## config.mk

```make
export PLATFORM = sky130hd
export DESIGN_NAME = bsg_mem_1r1w_sync_from_1rw
export DESIGN_NICKNAME = d
export VERILOG_FILES = /design/src/rtl/bsg_mem_1r1w_sync_from_1rw_pkg.sv /design/src/rtl/bsg_mem_1r1w_sync_from_1rw_wbuf.sv /design/src/rtl/bsg_mem_1rw_sync.sv /design/src/rtl/bsg_mem_1r1w_sync_from_1rw.sv
export SDC_FILE = /design/constraint.sdc
export NUM_CORES = 1
export LEC_CHECK = 0
export CORE_UTILIZATION = 40
export DETAILED_ROUTE_END_ITERATION = 7
export GPL_TIMING_DRIVEN = 0
export SLEW_MARGIN = 30
export SYNTH_ARGS = -nofsm -noshare
export SYNTH_HDL_FRONTEND = slang
export SYNTH_SLANG_ARGS = --single-unit
```

## constraint.sdc

```tcl
create_clock -name clk_i -period 3.2 [get_ports clk_i]
set_clock_uncertainty 0.05 [all_clocks]
set_input_delay 0.32 -clock clk_i [delete_from_list [all_inputs] [get_ports clk_i]]
set_output_delay 0.32 -clock clk_i [all_outputs]
set_load 0.1 [all_outputs]
```

## src/rtl/bsg_mem_1r1w_sync_from_1rw_pkg.sv

```systemverilog
// Shared helpers for the 1R1W-from-1RW memory wrapper.
package bsg_mem_1r1w_sync_from_1rw_pkg;

    // Width needed to index n things; never returns 0 so single-entry cases still get a 1-bit field.
    function automatic int safe_clog2(input int n);
        return (n <= 1) ? 1 : $clog2(n);
    endfunction

endpackage

```

## src/rtl/bsg_mem_1r1w_sync_from_1rw_wbuf.sv

```systemverilog
// Write buffer: FIFO of {addr,data} with a youngest-match CAM for read forwarding.
// Optional in-place coalescing of same-address writes under BSG_MEM_WBUF_COALESCE_EN.
module bsg_mem_1r1w_sync_from_1rw_wbuf
    import bsg_mem_1r1w_sync_from_1rw_pkg::*;
#(
    parameter int width_p      = 8,
    parameter int addr_width_p = 4,
    parameter int els_p        = 2
) (
    input  logic                    i_clk,
    input  logic                    i_reset,
    input  logic                    i_w_v,
    input  logic [addr_width_p-1:0] i_w_addr,
    input  logic [width_p-1:0]      i_w_data,
    input  logic                    i_pop,
    input  logic [addr_width_p-1:0] i_r_addr,
    output logic                    o_r_match,
    output logic [width_p-1:0]      o_r_data,
    output logic                    o_w_hit,
    output logic [addr_width_p-1:0] o_head_addr,
    output logic [width_p-1:0]      o_head_data,
    output logic                    o_full,
    output logic                    o_empty
);

    localparam int ptr_w_lp = safe_clog2(els_p);
    localparam int cnt_w_lp = safe_clog2(els_p + 1);

    logic [addr_width_p-1:0] r_addr_mem [els_p];
    logic [width_p-1:0]      r_data_mem [els_p];
    logic [ptr_w_lp-1:0]     r_head;
    logic [ptr_w_lp-1:0]     r_tail;
    logic [cnt_w_lp-1:0]     r_count;
    logic                    w_alloc;

    function automatic logic [ptr_w_lp-1:0] next_ptr(input logic [ptr_w_lp-1:0] p);
        return (p == ptr_w_lp'(els_p - 1)) ? '0 : p + 1'b1;
    endfunction

    // Slot holding the entry that is `age` positions younger than the head.
    function automatic logic [ptr_w_lp-1:0] age_slot(input logic [ptr_w_lp-1:0] head, input int age);
        int s;
        s = int'(head) + age;
        if (s >= els_p) s = s - els_p;
        return ptr_w_lp'(s);
    endfunction

    assign o_empty     = (r_count == '0);
    assign o_full      = (r_count == cnt_w_lp'(els_p));
    assign o_head_addr = r_addr_mem[r_head];
    assign o_head_data = r_data_mem[r_head];

    // Scan oldest to youngest so the last hit is the youngest match.
    // NOTE: every always_comb output gets a default first so no latch can be inferred.
    always_comb begin
        o_r_match = 1'b0;
        o_r_data  = '0;
        for (int i = 0; i < els_p; i++) begin
            if (i < int'(r_count) && r_addr_mem[age_slot(r_head, i)] == i_r_addr) begin
                o_r_match = 1'b1;
                o_r_data  = r_data_mem[age_slot(r_head, i)];
            end
        end
    end

`ifdef BSG_MEM_WBUF_COALESCE_EN
    logic                w_hit_any;
    logic [ptr_w_lp-1:0] w_hit_slot;
    logic                w_coalesce;

    always_comb begin
        w_hit_any  = 1'b0;
        w_hit_slot = '0;
        for (int i = 0; i < els_p; i++) begin
            if (i < int'(r_count) && r_addr_mem[age_slot(r_head, i)] == i_w_addr) begin
                w_hit_any  = 1'b1;
                w_hit_slot = age_slot(r_head, i);
            end
        end
    end

    // A hit on the head that is draining this cycle would be lost, so it allocates instead.
    assign o_w_hit    = w_hit_any && !(i_pop && w_hit_slot == r_head);
    assign w_coalesce = i_w_v && o_w_hit;
`else
    assign o_w_hit    = 1'b0;
`endif

    assign w_alloc = i_w_v && !o_w_hit;

    always_ff @(posedge i_clk) begin
        if (w_alloc) begin
            r_addr_mem[r_tail] <= i_w_addr;
            r_data_mem[r_tail] <= i_w_data;
        end
`ifdef BSG_MEM_WBUF_COALESCE_EN
        if (w_coalesce) begin
            r_data_mem[w_hit_slot] <= i_w_data;
        end
`endif
    end

    always_ff @(posedge i_clk or posedge i_reset) begin
        if (i_reset) begin
            r_head  <= '0;
            r_tail  <= '0;
            r_count <= '0;
        end else begin
            if (i_pop)   r_head <= next_ptr(r_head);
            if (w_alloc) r_tail <= next_ptr(r_tail);
            if (w_alloc && !i_pop)      r_count <= r_count + 1'b1;
            else if (!w_alloc && i_pop) r_count <= r_count - 1'b1;
        end
    end

endmodule

```

## src/rtl/bsg_mem_1rw_sync.sv

```systemverilog
// Behavioral single-port synchronous RAM: one read or one write per cycle, read data one cycle later.
module bsg_mem_1rw_sync
    import bsg_mem_1r1w_sync_from_1rw_pkg::*;
#(
    parameter  int width_p       = 8,
    parameter  int els_p         = 16,
    parameter  int harden_p      = 0,
    localparam int addr_width_lp = safe_clog2(els_p)
) (
    input  logic                     clk_i,
    input  logic                     reset_i,
    input  logic [width_p-1:0]       data_i,
    input  logic [addr_width_lp-1:0] addr_i,
    input  logic                     v_i,
    input  logic                     w_i,
    output logic [width_p-1:0]       data_o
);

    logic [width_p-1:0] r_mem [els_p];
    logic [width_p-1:0] r_data;
    logic               w_unused_harden;

    // Only the behavioral model exists here; a hardened macro would be selected by harden_p.
    assign w_unused_harden = (harden_p != 0);

    // NOTE: storage arrays are deliberately not reset so they map onto real SRAM/BRAM.
    always_ff @(posedge clk_i) begin
        if (v_i && w_i) begin
            r_mem[addr_i] <= data_i;
        end
    end

    // NOTE: sequential state uses <= so every flop samples pre-edge values regardless of block order.
    always_ff @(posedge clk_i or posedge reset_i) begin
        if (reset_i) begin
            r_data <= '0;
        end else if (v_i && !w_i) begin
            r_data <= r_mem[addr_i];
        end
    end

    assign data_o = r_data;

endmodule

```

## src/rtl/bsg_mem_1r1w_sync_from_1rw.sv

```systemverilog
// 1R1W synchronous memory built from one 1RW RAM plus a write buffer; reads always own the RAM port.
// Build option: BSG_MEM_WBUF_COALESCE_EN merges writes to an already-buffered address.
module bsg_mem_1r1w_sync_from_1rw
    import bsg_mem_1r1w_sync_from_1rw_pkg::*;
#(
    parameter  int width_p           = 8,
    parameter  int els_p             = 16,
    parameter  int wbuf_els_p        = 2,
    parameter  int latch_last_read_p = 0,
    parameter  int harden_p          = 0,
    localparam int addr_width_lp     = safe_clog2(els_p)
) (
    input  logic                     clk_i,
    input  logic                     reset_i,
    input  logic                     w_v_i,
    input  logic [addr_width_lp-1:0] w_addr_i,
    input  logic [width_p-1:0]       w_data_i,
    output logic                     w_ready_o,
    input  logic                     r_v_i,
    input  logic [addr_width_lp-1:0] r_addr_i,
    output logic [width_p-1:0]       r_data_o,
    output logic                     wbuf_empty_o
);

    logic                     w_full;
    logic                     w_empty;
    logic                     w_hit;
    logic                     w_drain;
    logic                     w_direct;
    logic                     w_buf_wr;
    logic                     w_r_match;
    logic [width_p-1:0]       w_r_fwd_data;
    logic [addr_width_lp-1:0] w_head_addr;
    logic [width_p-1:0]       w_head_data;
    logic                     w_ram_v;
    logic [addr_width_lp-1:0] w_ram_addr;
    logic [width_p-1:0]       w_ram_wdata;
    logic [width_p-1:0]       w_ram_rdata;
    logic [width_p-1:0]       w_read_data;
    logic                     r_fwd_sel;
    logic [width_p-1:0]       r_fwd_data;
    logic [16:0]              r_stall_cnt;

    // Priority: read, then drain the oldest buffered write, then a write straight into an empty buffer's place.
    assign w_drain      = !r_v_i && !w_empty;
    assign w_direct     = !r_v_i && w_empty && w_v_i;
    assign w_ready_o    = !w_full || w_drain || w_hit;
    assign w_buf_wr     = w_v_i && w_ready_o && !w_direct;
    assign wbuf_empty_o = w_empty;

    assign w_ram_v     = r_v_i || w_drain || w_direct;
    assign w_ram_addr  = r_v_i ? r_addr_i : (w_drain ? w_head_addr : w_addr_i);
    assign w_ram_wdata = w_drain ? w_head_data : w_data_i;

    bsg_mem_1r1w_sync_from_1rw_wbuf #(
        .width_p      (width_p),
        .addr_width_p (addr_width_lp),
        .els_p        (wbuf_els_p)
    ) u_wbuf (
        .i_clk       (clk_i),
        .i_reset     (reset_i),
        .i_w_v       (w_buf_wr),
        .i_w_addr    (w_addr_i),
        .i_w_data    (w_data_i),
        .i_pop       (w_drain),
        .i_r_addr    (r_addr_i),
        .o_r_match   (w_r_match),
        .o_r_data    (w_r_fwd_data),
        .o_w_hit     (w_hit),
        .o_head_addr (w_head_addr),
        .o_head_data (w_head_data),
        .o_full      (w_full),
        .o_empty     (w_empty)
    );

    bsg_mem_1rw_sync #(
        .width_p  (width_p),
        .els_p    (els_p),
        .harden_p (harden_p)
    ) u_ram (
        .clk_i   (clk_i),
        .reset_i (reset_i),
        .data_i  (w_ram_wdata),
        .addr_i  (w_ram_addr),
        .v_i     (w_ram_v),
        .w_i     (!r_v_i),
        .data_o  (w_ram_rdata)
    );

    // Select resets to 1 with zero data so the output reads 0 straight out of reset.
    always_ff @(posedge clk_i or posedge reset_i) begin
        if (reset_i) begin
            r_fwd_sel  <= 1'b1;
            r_fwd_data <= '0;
        end else if (r_v_i) begin
            r_fwd_sel <= w_r_match;
            if (w_r_match) r_fwd_data <= w_r_fwd_data;
        end
    end

    assign w_read_data = r_fwd_sel ? r_fwd_data : w_ram_rdata;

    if (latch_last_read_p != 0) begin : g_latch
        logic               r_read_last;
        logic [width_p-1:0] r_hold;

        always_ff @(posedge clk_i or posedge reset_i) begin
            if (reset_i) begin
                r_read_last <= 1'b0;
                r_hold      <= '0;
            end else begin
                r_read_last <= r_v_i;
                r_hold      <= r_data_o;
            end
        end

        assign r_data_o = r_read_last ? w_read_data : r_hold;
    end else begin : g_no_latch
        assign r_data_o = w_read_data;
    end

    // Counts consecutive cycles of a refused write; saturates once it reaches 2^16.
    always_ff @(posedge clk_i or posedge reset_i) begin
        if (reset_i) begin
            r_stall_cnt <= '0;
        end else if (w_v_i && !w_ready_o) begin
            if (!r_stall_cnt[16]) r_stall_cnt <= r_stall_cnt + 1'b1;
        end else begin
            r_stall_cnt <= '0;
        end
    end

    a_r_addr: assert property (@(posedge clk_i) disable iff (reset_i) r_v_i |-> (32'(r_addr_i) < els_p));
    a_w_addr: assert property (@(posedge clk_i) disable iff (reset_i) w_v_i |-> (32'(w_addr_i) < els_p));
    a_w_stall: assert property (@(posedge clk_i) disable iff (reset_i) !r_stall_cnt[16])
        else $warning("write held off for 2^16 cycles by continuous reads");

endmodule

```

Yosys cells after proc, flatten, opt, wreduce, memory -nomap -nowiden
Memory sizes are Yosys's and may differ from the RTL's. A register that Yosys moved wholly into a read port is not among the register bits.
Index checks and enable logic that the tools add are counted.
- register bits: 13
- memory bits (writable): 152
- input port bits: 20
- output and inout port bits: 10
- word-level logic and storage cells: 65
- memories: 3
- memory list (name ; depth ; bits a word ; rd ports ; clocked after memory_dff ; wr ports ; RTL line ; source):
    u_ram.r_mem ; 16 ; 8 ; 1 ; 1 ; 1 ; bsg_mem_1rw_sync.sv:19 ; logic [width_p-1:0] r_mem [els_p];
    u_wbuf.r_data_mem ; 2 ; 8 ; 3 ; 0 ; 1 ; bsg_mem_1r1w_sync_from_1rw_wbuf.sv:30 ; logic [width_p-1:0] r_data_mem [els_p];
    u_wbuf.r_addr_mem ; 2 ; 4 ; 3 ; 0 ; 1 ; bsg_mem_1r1w_sync_from_1rw_wbuf.sv:29 ; logic [addr_width_p-1:0] r_addr_mem [els_p];
- $add $sub $neg: 7
- order comparisons: 4
- equal/unequal tests: 3
- mux-type cells: 20
- reductions and logical operators: 23
- operators with widths (operator ; number):
    $mux 8 ; 4
    $mux 1 ; 12
    $logic_and 1x1->1 ; 11
    $eq 4x4->1 ; 2
    $mux 4 ; 2
    $logic_not 1->1 ; 6
    $lt 1x2->1 const A ; 2
    $mux 2 ; 2
    $logic_or 1x1->1 ; 3
    $add 1x1->1 const B ; 2
    $add 1x1->2 const B ; 1
    $add 2x1->2 const B ; 1
    $eq 2x2->1 const B ; 1
    $ge 1x2->1 const B ; 1
    $ge 2x2->1 const B ; 1
    $logic_not 2->1 ; 1
    $reduce_and 2->1 ; 1
    $reduce_bool 2->1 ; 1
    $sub 1x1->1 const B ; 2
    $sub 2x1->2 const B ; 1

Logic depth before layout (Yosys ltp)
Gate-level depths: netlist of the first run.
- word-level depth: 10
- depth in mapped cells: 10
- mapped depth without buffers: 10

Hierarchy
From an unflattened synthesis of the first run, not the netlist that was laid out.
- cells, all modules: 461
- area total of the unflattened synthesis: 7651.1 µm²
- modules (own cells, without submodules) (module ; instances ; cells an instance ; area an instance (µm²) ; seq. area each (µm²)):
    bsg_mem_1rw_sync ; 1 ; 276 ; 5396.4 ; 4043.9
    bsg_mem_1r1w_sync_from_1rw_wbuf ; 1 ; 126 ; 1562.7 ; 820.8
    bsg_mem_1r1w_sync_from_1rw ; 1 ; 59 ; 691.9 ; 226.5

Least setup slack after synthesis of the first run
OpenSTA, ideal clock, no wires.
- path type: register to register
- from: reg u_wbuf.r_count[0]
- to: mem u_ram.r_mem[9][0] (enable)
- setup time: 370 ps
- data arrival time: 2977 ps
- data required time: 2780 ps
- setup slack: -198 ps
- cell stages (with the launch flop): 9
- buffers on the path: 2
- period minus slack after synthesis: 3398 ps
- path through: dfrtp_1 -> inv_1 -> ha_1 -> nor2_2 -> a221o_1 -> clkbuf_1 -> buf_2 -> or3_1 -> nor2_1
- word-level cells in the longest chain between the ends: 8
- elaborated cells on any way between the ends: 12
- those cells by class: 4 x mux; 8 x reduce/logical
- RTL lines (what ; RTL line ; source):
    start, declared ; bsg_mem_1r1w_sync_from_1rw_wbuf.sv:33 ; logic [cnt_w_lp-1:0] r_count;
    start signal, assigned ; bsg_mem_1r1w_sync_from_1rw_wbuf.sv:111 ; if (w_alloc && !i_pop) r_count <= r_count + 1'b1;
    start signal, assigned ; bsg_mem_1r1w_sync_from_1rw_wbuf.sv:112 ; else if (!w_alloc && i_pop) r_count <= r_count - 1'b1;
    $logic_not 2->1 * ; bsg_mem_1r1w_sync_from_1rw_wbuf.sv:48 ; assign o_empty = (r_count == '0);
    via wbuf_empty_o ; bsg_mem_1r1w_sync_from_1rw.sv:22 ; output logic wbuf_empty_o
    $logic_not 1->1 ; bsg_mem_1r1w_sync_from_1rw.sv:45 ; assign w_drain = !r_v_i && !w_empty;
    $logic_and 1x1->1 ; bsg_mem_1r1w_sync_from_1rw.sv:45 ;
    $logic_or 1x1->1 (2 in series) ; bsg_mem_1r1w_sync_from_1rw.sv:51 ; assign w_ram_v = r_v_i || w_drain || w_direct;
    $logic_and 1x1->1 ; bsg_mem_1rw_sync.sv:28 ; if (v_i && w_i) begin
    $mux 1 ; bsg_mem_1rw_sync.sv:28 ;
    $mux 1 (not written as such) ; bsg_mem_1rw_sync.sv:29 ; r_mem[addr_i] <= data_i;
    end, declared ; bsg_mem_1rw_sync.sv:19 ;
The timed path passes the listed nets; every way through them passes the cells marked *.

Worst setup path in the final report of the first run
- from: reg u_wbuf.r_count[1]
- to: mem u_ram.r_mem[13][0] (enable)
- word-level cells in the longest chain between the ends: 8
- elaborated cells on any way between the ends: 12
- those cells by class: 4 x mux; 8 x reduce/logical
- RTL lines (what ; RTL line):
    $logic_not 2->1 * ; bsg_mem_1r1w_sync_from_1rw_wbuf.sv:48
    $logic_not 1->1 ; bsg_mem_1r1w_sync_from_1rw.sv:45
    $logic_and 1x1->1 ; bsg_mem_1r1w_sync_from_1rw.sv:45
    $logic_or 1x1->1 (2 in series) ; bsg_mem_1r1w_sync_from_1rw.sv:51
    $logic_and 1x1->1 ; bsg_mem_1rw_sync.sv:28
    $mux 1 ; bsg_mem_1rw_sync.sv:28
    $mux 1 (not written as such) ; bsg_mem_1rw_sync.sv:29
Every way passes the cells marked *; elsewhere a longest branch is shown, timed or not.

==> out/summary.txt, run 1 <==
status = complete, no violations
final setup fails = 0
worst ir drop on vdd = 1.02 mV
initial antenna violation count = 0
DR pass1 iterations = 5
H-tree depth = 4
CTS Buf Count = 17
Max clock buf depth = 2
dpl cell area = 8060 um^2
CTS Sinks = 173
Worst-Margin Slew = 0.972 ns
Crit Path Class = reg -> reg
layout cells sized above 1 = 0.185
IO Port Bufs = 28
Max-Cap Viols = 0
crit path launch type = register
CP bufs+invs = 3
P_leak = 3.06 nW
top post-synthesis cells by area = edfxtp_1 (62%), dfrtp_1 (6.8%), nand2_1 (4.9%)
crit path time final = 3.15 ns
Async SR Flop Fraction = 0.121
largest fanout on the critical path = 10
placed cell count = 819
IO Count = 30
Rel. slew slack = 0.350
GP Congestion = 0.817
Residual DRC = 0
initial drt markers = 333
DP HPWL = 12500 um
nets@finish = 632
CP delay by family, top = simple AND/OR/NAND/NOR gates
n_diodes = 0
Largest stage delay, worst path = 0.63 ns
clk_lat worst skew = 0.43 ns
Sw Ratio = 0.382
CTS tree = yes
crit-path cells = inv_1, ha_2, nor2_2, a221o_1, clkbuf_1, buf_2, or3_1, nor2_1
chip width = 138 um
vias in the first global route = 4603
Setup Fix Bufs, Post-CTS = 0
post-detailed-route count of antenna-violating nets = 0
total power = 0.00852 W
Warnings, synthesis = 0
Max Clock Freq = 318 MHz
Post-Syn Nets = 579
min-delay worst type = in -> async
Cells after Synth = 555
cts hold-fix bufs = 0
CORE AREA = 18000 um^2
mapped cell area = 7370 um^2
Finished Layout Cells = 850
Die Y = 138 um
Switching Power = 0.00325 W
drt via density = 5.52
top_reg_cell synth = edfxtp_1
Post-synth EDFFs = 152
pwr/cell area = 970 nW/um^2
fin crit share = 0.983
Avg Cell Area, Syn = 13.3 um^2
Netlist cell types = 42
Via Count = 4696
clock root buffer master = clkbuf_16
global route overflow = 0
Hold WS = 0.300 ns
largest net degree at the start of global routing = 22
Register-to-Register Path Depth = 8
Int Pwr = 0.00527 W
Gate power share = 0.373
crit end category = register
clock power share = 0.267
final instance area = 8780 um^2
Die Footprint = 19000 um^2
Layout area overhead = 19.1%
CP required = 3.21 ns
Yosys reg bits = 173
RSZ-0062 raised after global routing = yes
gr usage total = 0.199
crit path max-delay cell type = nor2_1
first-pass GRT wire length = 26500 um
Fin. Hold Viols = 0
final WL = 17900 um
Site Rows = 49
CP Data Arrival Time = 3.16 ns
WL/cell = 21.0 um
sequential power share = 0.360
CTS clk-pin slew, worst paths = 0.07 ns
Initial Util = 0.409
max-slew violation count = 0
sequential-to-total area share from yosys stat = 0.691
post-synth top area share = 0.619
cell taking the most area after synthesis = edfxtp_1
Worst path depth = 8
timing repair:
item	CTS	global route
endpoints found under the hold margin	0	0
gates resized for setup	18	16
endpoints found under the setup margin	87	98
final timing paths:
check	to	slack, ns	from
worst max register to register	u_ram.r_mem[13][0]	0.05	u_wbuf.r_count[1]
max in group asynchronous	u_ram.data_o[0]	2.30	reset_i
worst min register to register	r_fwd_data[7]	0.46	r_fwd_data[7]
worst min-delay path	u_wbuf.r_head	0.30	reset_i
worst max-delay path	u_ram.r_mem[13][0]	0.05	u_wbuf.r_count[1]
min in group clk_i	u_wbuf.r_data_mem[0][1]	0.45	w_data_i[1]
cell usage after synthesis, types with 2 or more instances:
cell type  instances
buf_6              3
a22oi_1           41
nor2_1            30
xnor2_1            6
ha_1               4
mux2_1             3
a21oi_2            6
buf_2             10
or3_1              2
a31oi_1            8
buf_1              5
a2bb2oi_1          5
mux2_2            18
a221o_1            2
nand2_1           97
and3b_1            2
o22ai_1            5
o21ai_0           11
xor2_1             6
a21oi_1           66
clkbuf_1          13
edfxtp_1         152
buf_4              2
dfrtp_1           20
mux2i_1           14
a221oi_2           2
inv_1              7
routing by layer:
metal / up-vias / share of wire / routed length [um] / GRT usage
met5: - / 0 / 0 / 0
met3: 25 / 0.060 / 1070 / 0.0368
met1: 2323 / 0.45 / 7990 / 0.270
met4: 0 / 0.020 / 358 / 0.0767
li1: 2193 / - / - / -
met2: 155 / 0.47 / 8440 / 0.317
flip-flops by register name (all words and copies together), names as in the netlist:
register and cells:
u_wbuf.r_data_mem 16, u_ram.r_mem 128, r_fwd_data 8, u_wbuf.r_addr_mem 8, u_wbuf.r_head 1, r_fwd_sel 1, u_ram.data_o 8, u_wbuf.r_tail 1
u_wbuf.r_count 2
kinds of logic (layout without fill, tap and decap cells):
| kind of cell | after synthesis | in the layout | share of synthesized area |
|---|---|---|---|
| AND/OR/NAND/NOR | 139 | 139 | 0.0769 |
| multiplexers | 36 | 36 | 0.0531 |
| XOR/XNOR | 12 | 12 | 0.0143 |
| flip-flops | 173 | 173 | 0.691 |
| adder cells (fa/ha/maj) | 4 | 4 | 0.00679 |
| buffers and inverters | 40 | 106 | 0.0261 |
| AO/OA/AOI/OAI | 151 | 151 | 0.132 |
final cells by class:
type / instances / area, um^2
Buffer: 32 / 168
Multi-Input combinational cell: 342 / 2200
Tap cell: 229 / 287
Clock buffer: 18 / 429
Inverter: 7 / 26.3
Fill cell: 1576 / 9250
Timing Repair Buffer: 35 / 360
Clock inverter: 14 / 220
Sequential cell: 173 / 5090
layout by cell type, fill, tap and decap left out, types with 14 or more instances in the layout:
| master | instances |
|---|---|
| clkbuf_16 | 17 |
| a22oi_1 | 41 |
| clkdlybuf4s50_1 | 27 |
| mux2i_1 | 14 |
| nand2_1 | 97 |
| edfxtp_1 | 152 |
| dfrtp_1 | 20 |
| a21oi_1 | 66 |
| nor2_1 | 15 |
| mux2_2 | 18 |
through the flow:
step,util,setup TNS [ns],setup WS [ns]
after floorplan,-,0,0.163
after global placement,0.441,-59.55,-0.731
after detailed placement,0.447,-7.60,-0.377
after CTS,0.484,0,0.00563
after global routing,0.487,-1.61,-0.107
final,0.487,0,0.0532
power by group through the flow:
stage / Sequential [W] / Clock [W] / Combinational, W
after floorplan: 0.00308 / 0 / 0.00215
after global placement: 0.00313 / 0 / 0.00297
after detailed placement: 0.00312 / 0 / 0.00312
after CTS: 0.00307 / 0.00229 / 0.00315
after global routing: 0.00309 / 0.00238 / 0.00338
final: 0.00307 / 0.00227 / 0.00318
Power figures use the tool's default switching activity.
==> inputs of run 2 (changes only) <==
ABC_CLOCK_PERIOD_IN_PS = 3200   (was not set)
==> results of run 2 <==
The final DEF is identical to that of run 1; final timing and power are the same.
==> inputs of run 3 (changes only) <==
CELL_PAD_IN_SITES_DETAIL_PLACEMENT = 0   (was not set)
CELL_PAD_IN_SITES_GLOBAL_PLACEMENT = 1   (was not set)
PLACE_DENSITY_LB_ADDON = 0.1   (was not set)
==> run 3 against run 2 <==
Net effect: global-route usage is 1.3 points higher; final area down 1.2%; clock power down 13%; worst hold slack improved by 0.019 ns; combinational power hardly changed; first-iteration DRC count rose by 7.8%; non-clock buffer count did not move; critical path depth grew 1; sequential cell count did not move; critical endpoint is now u_ram.r_mem[14][1]; highest routed layer unchanged.
==> out/summary.txt, run 3 (synthesized netlist as in run 1, its figures left out) <==
crit path time final = 3.08 ns
CTS Sinks = 173
final instance area = 8680 um^2
Rel. slew slack = 0.353
worst ir drop on vdd = 0.858 mV
FF-to-FF setup slack = 0.12 ns
Die Y = 138 um
crit-path cells = inv_1, ha_2, nor2_2, a221o_1, buf_2, buf_1, nor2_1, nand2_1, nor2_2
IO Port Bufs = 28
Int Pwr = 0.00501 W
Largest register FFs = 128
Layout area overhead = 17.7%
cell mode on critical path = nor2_2
clock root buffer master = clkbuf_16
Via Count = 4667
Max clock buf depth = 2
crit end category = register
max-slew violation count = 0
clk_lat worst skew = 0.43 ns
Initial Util = 0.409
clock power share = 0.241
Switching Power = 0.00323 W
RSZ-0062 raised after global routing = yes
chip width = 138 um
Seq. cell area = 5090 um^2
area of the multi-input gates = 2180 um^2
pwr/cell area = 950 nW/um^2
Max Clock Freq = 325 MHz
initial drt markers = 359
DP HPWL = 13500 um
crit path launch type = register
sequential power share = 0.372
CORE AREA = 18000 um^2
CP required = 3.22 ns
Setup TNS = 0 ns
first-pass GRT wire length = 27800 um
CTS Buf Count = 17
GP Congestion = 0.797
gr usage total = 0.212
CTS clk-pin slew, worst paths = 0.07 ns
IO Count = 30
Crit Path Class = reg -> reg
Largest regs = u_ram.r_mem (128), u_wbuf.r_data_mem (16)
cts hold-fix bufs = 0
total power = 0.00824 W
commonest non-fill, non-tap cell in the layout = edfxtp_1
Site Rows = 49
largest fanout on the critical path = 10
post-detailed-route count of antenna-violating nets = 0
Die Footprint = 19000 um^2
final setup fails = 0
DR pass1 iterations = 5
crit path max-delay cell type = nor2_2
Residual DRC = 0
n_diodes = 0
Gate power share = 0.387
initial antenna violation count = 0
nets@finish = 632
Max-Cap Viols = 0
Fillers = 1599
most frequent cells in the layout = edfxtp_1 (152), nand2_1 (97), a21oi_1 (66)
dpl cell area = 8050 um^2
vias in the first global route = 4456
CP Data Arrival Time = 3.10 ns
Final Util = 0.481
largest net degree at the start of global routing = 22
Fin. Hold Viols = 0
min-delay worst type = in -> async
fin crit share = 0.962
CTS tree = yes
P_leak = 3.03 nW
status = complete, no violations
H-tree depth = 4
layout cells sized above 1 = 0.192
Sw Ratio = 0.392
Largest stage delay, worst path = 0.47 ns
global route overflow = 0
Biggest register = u_ram.r_mem
WL/cell = 22.2 um
final WL = 18900 um
Worst-Margin Slew = 0.967 ns
drt via density = 5.49
run 3: cell types whose count changed in the layout (fill, tap and decap cells not counted), moves of 2 or more:
cell	before	now
nor2_4	8	4
bufinv_16	4	1
clkinv_2	0	5
clkbuf_1	10	8
nor2_1	15	13
nor2_2	8	14
run 3: final timing paths:
check / start / end / depth (start not counted)
worst max register to register: u_wbuf.r_count[1] / u_ram.r_mem[14][1] / 9
worst max-delay path: u_wbuf.r_count[1] / u_ram.r_mem[14][1] / 9
min in group clk_i: w_data_i[0] / u_wbuf.r_data_mem[0][0] / 1
worst min register to register: r_fwd_data[5] / r_fwd_data[5] / 1
max in group asynchronous: reset_i / u_wbuf.r_count[1] / 2
worst min-delay path: reset_i / r_fwd_data[6] / 2
run 3: critical path, delay by kind of cell (launching register included):
family | cells | cell delay (ns)
AND/OR/NAND/NOR | 4 | 0.99
adder cells (fa/ha/maj) | 1 | 0.28
AO/OA/AOI/OAI | 1 | 0.35
flip-flops | 1 | 0.42
buffers and inverters | 3 | 0.63
run 3: cell type report:
class | instances | share of cell area
repair buffers | 35 | 0.0414
clock inverters | 15 | 0.0156
inverters | 7 | 0.00303
clock buffers | 17 | 0.0490
well taps | 229 | 0.0330
multi-input cells | 342 | 0.252
flip-flops and latches | 173 | 0.587
plain buffers | 32 | 0.0195
run 3: power groups by stage:
| stage | clock network (W) | logic (W) | registers, W |
|---|---|---|---|
| 6_report | 0.00198 | 0.00319 | 0.00307 |
| 5_1_grt | 0.00211 | 0.00342 | 0.00310 |
| 4_1_cts | 0.00202 | 0.00319 | 0.00307 |
| 3_5_place_dp | 0 | 0.00318 | 0.00312 |
| 3_3_place_gp | 0 | 0.00305 | 0.00313 |
| 2_1_floorplan | 0 | 0.00215 | 0.00308 |
run 3: stage by stage:
step	std cells	setup WS, ns	hold slack, ns
floorplan	555	0.163	0.246
global placement	812	-0.810	0.424
detailed placement	819	-0.530	0.444
CTS	850	-0.201	0.333
global route	850	-0.110	0.393
finish	850	0.123	0.319
run 3: what timing repair did:
action	CTS	global route
gates resized for setup	14	17
endpoints found under the setup margin	97	97
buffers inserted	0	0
endpoints found under the hold margin	0	0
run 3: layer usage:
layer	wire, um	global-route usage
met5	0	0
met1	8750	0.289
met4	351	0.0791
met2	8950	0.339
met3	853	0.0390
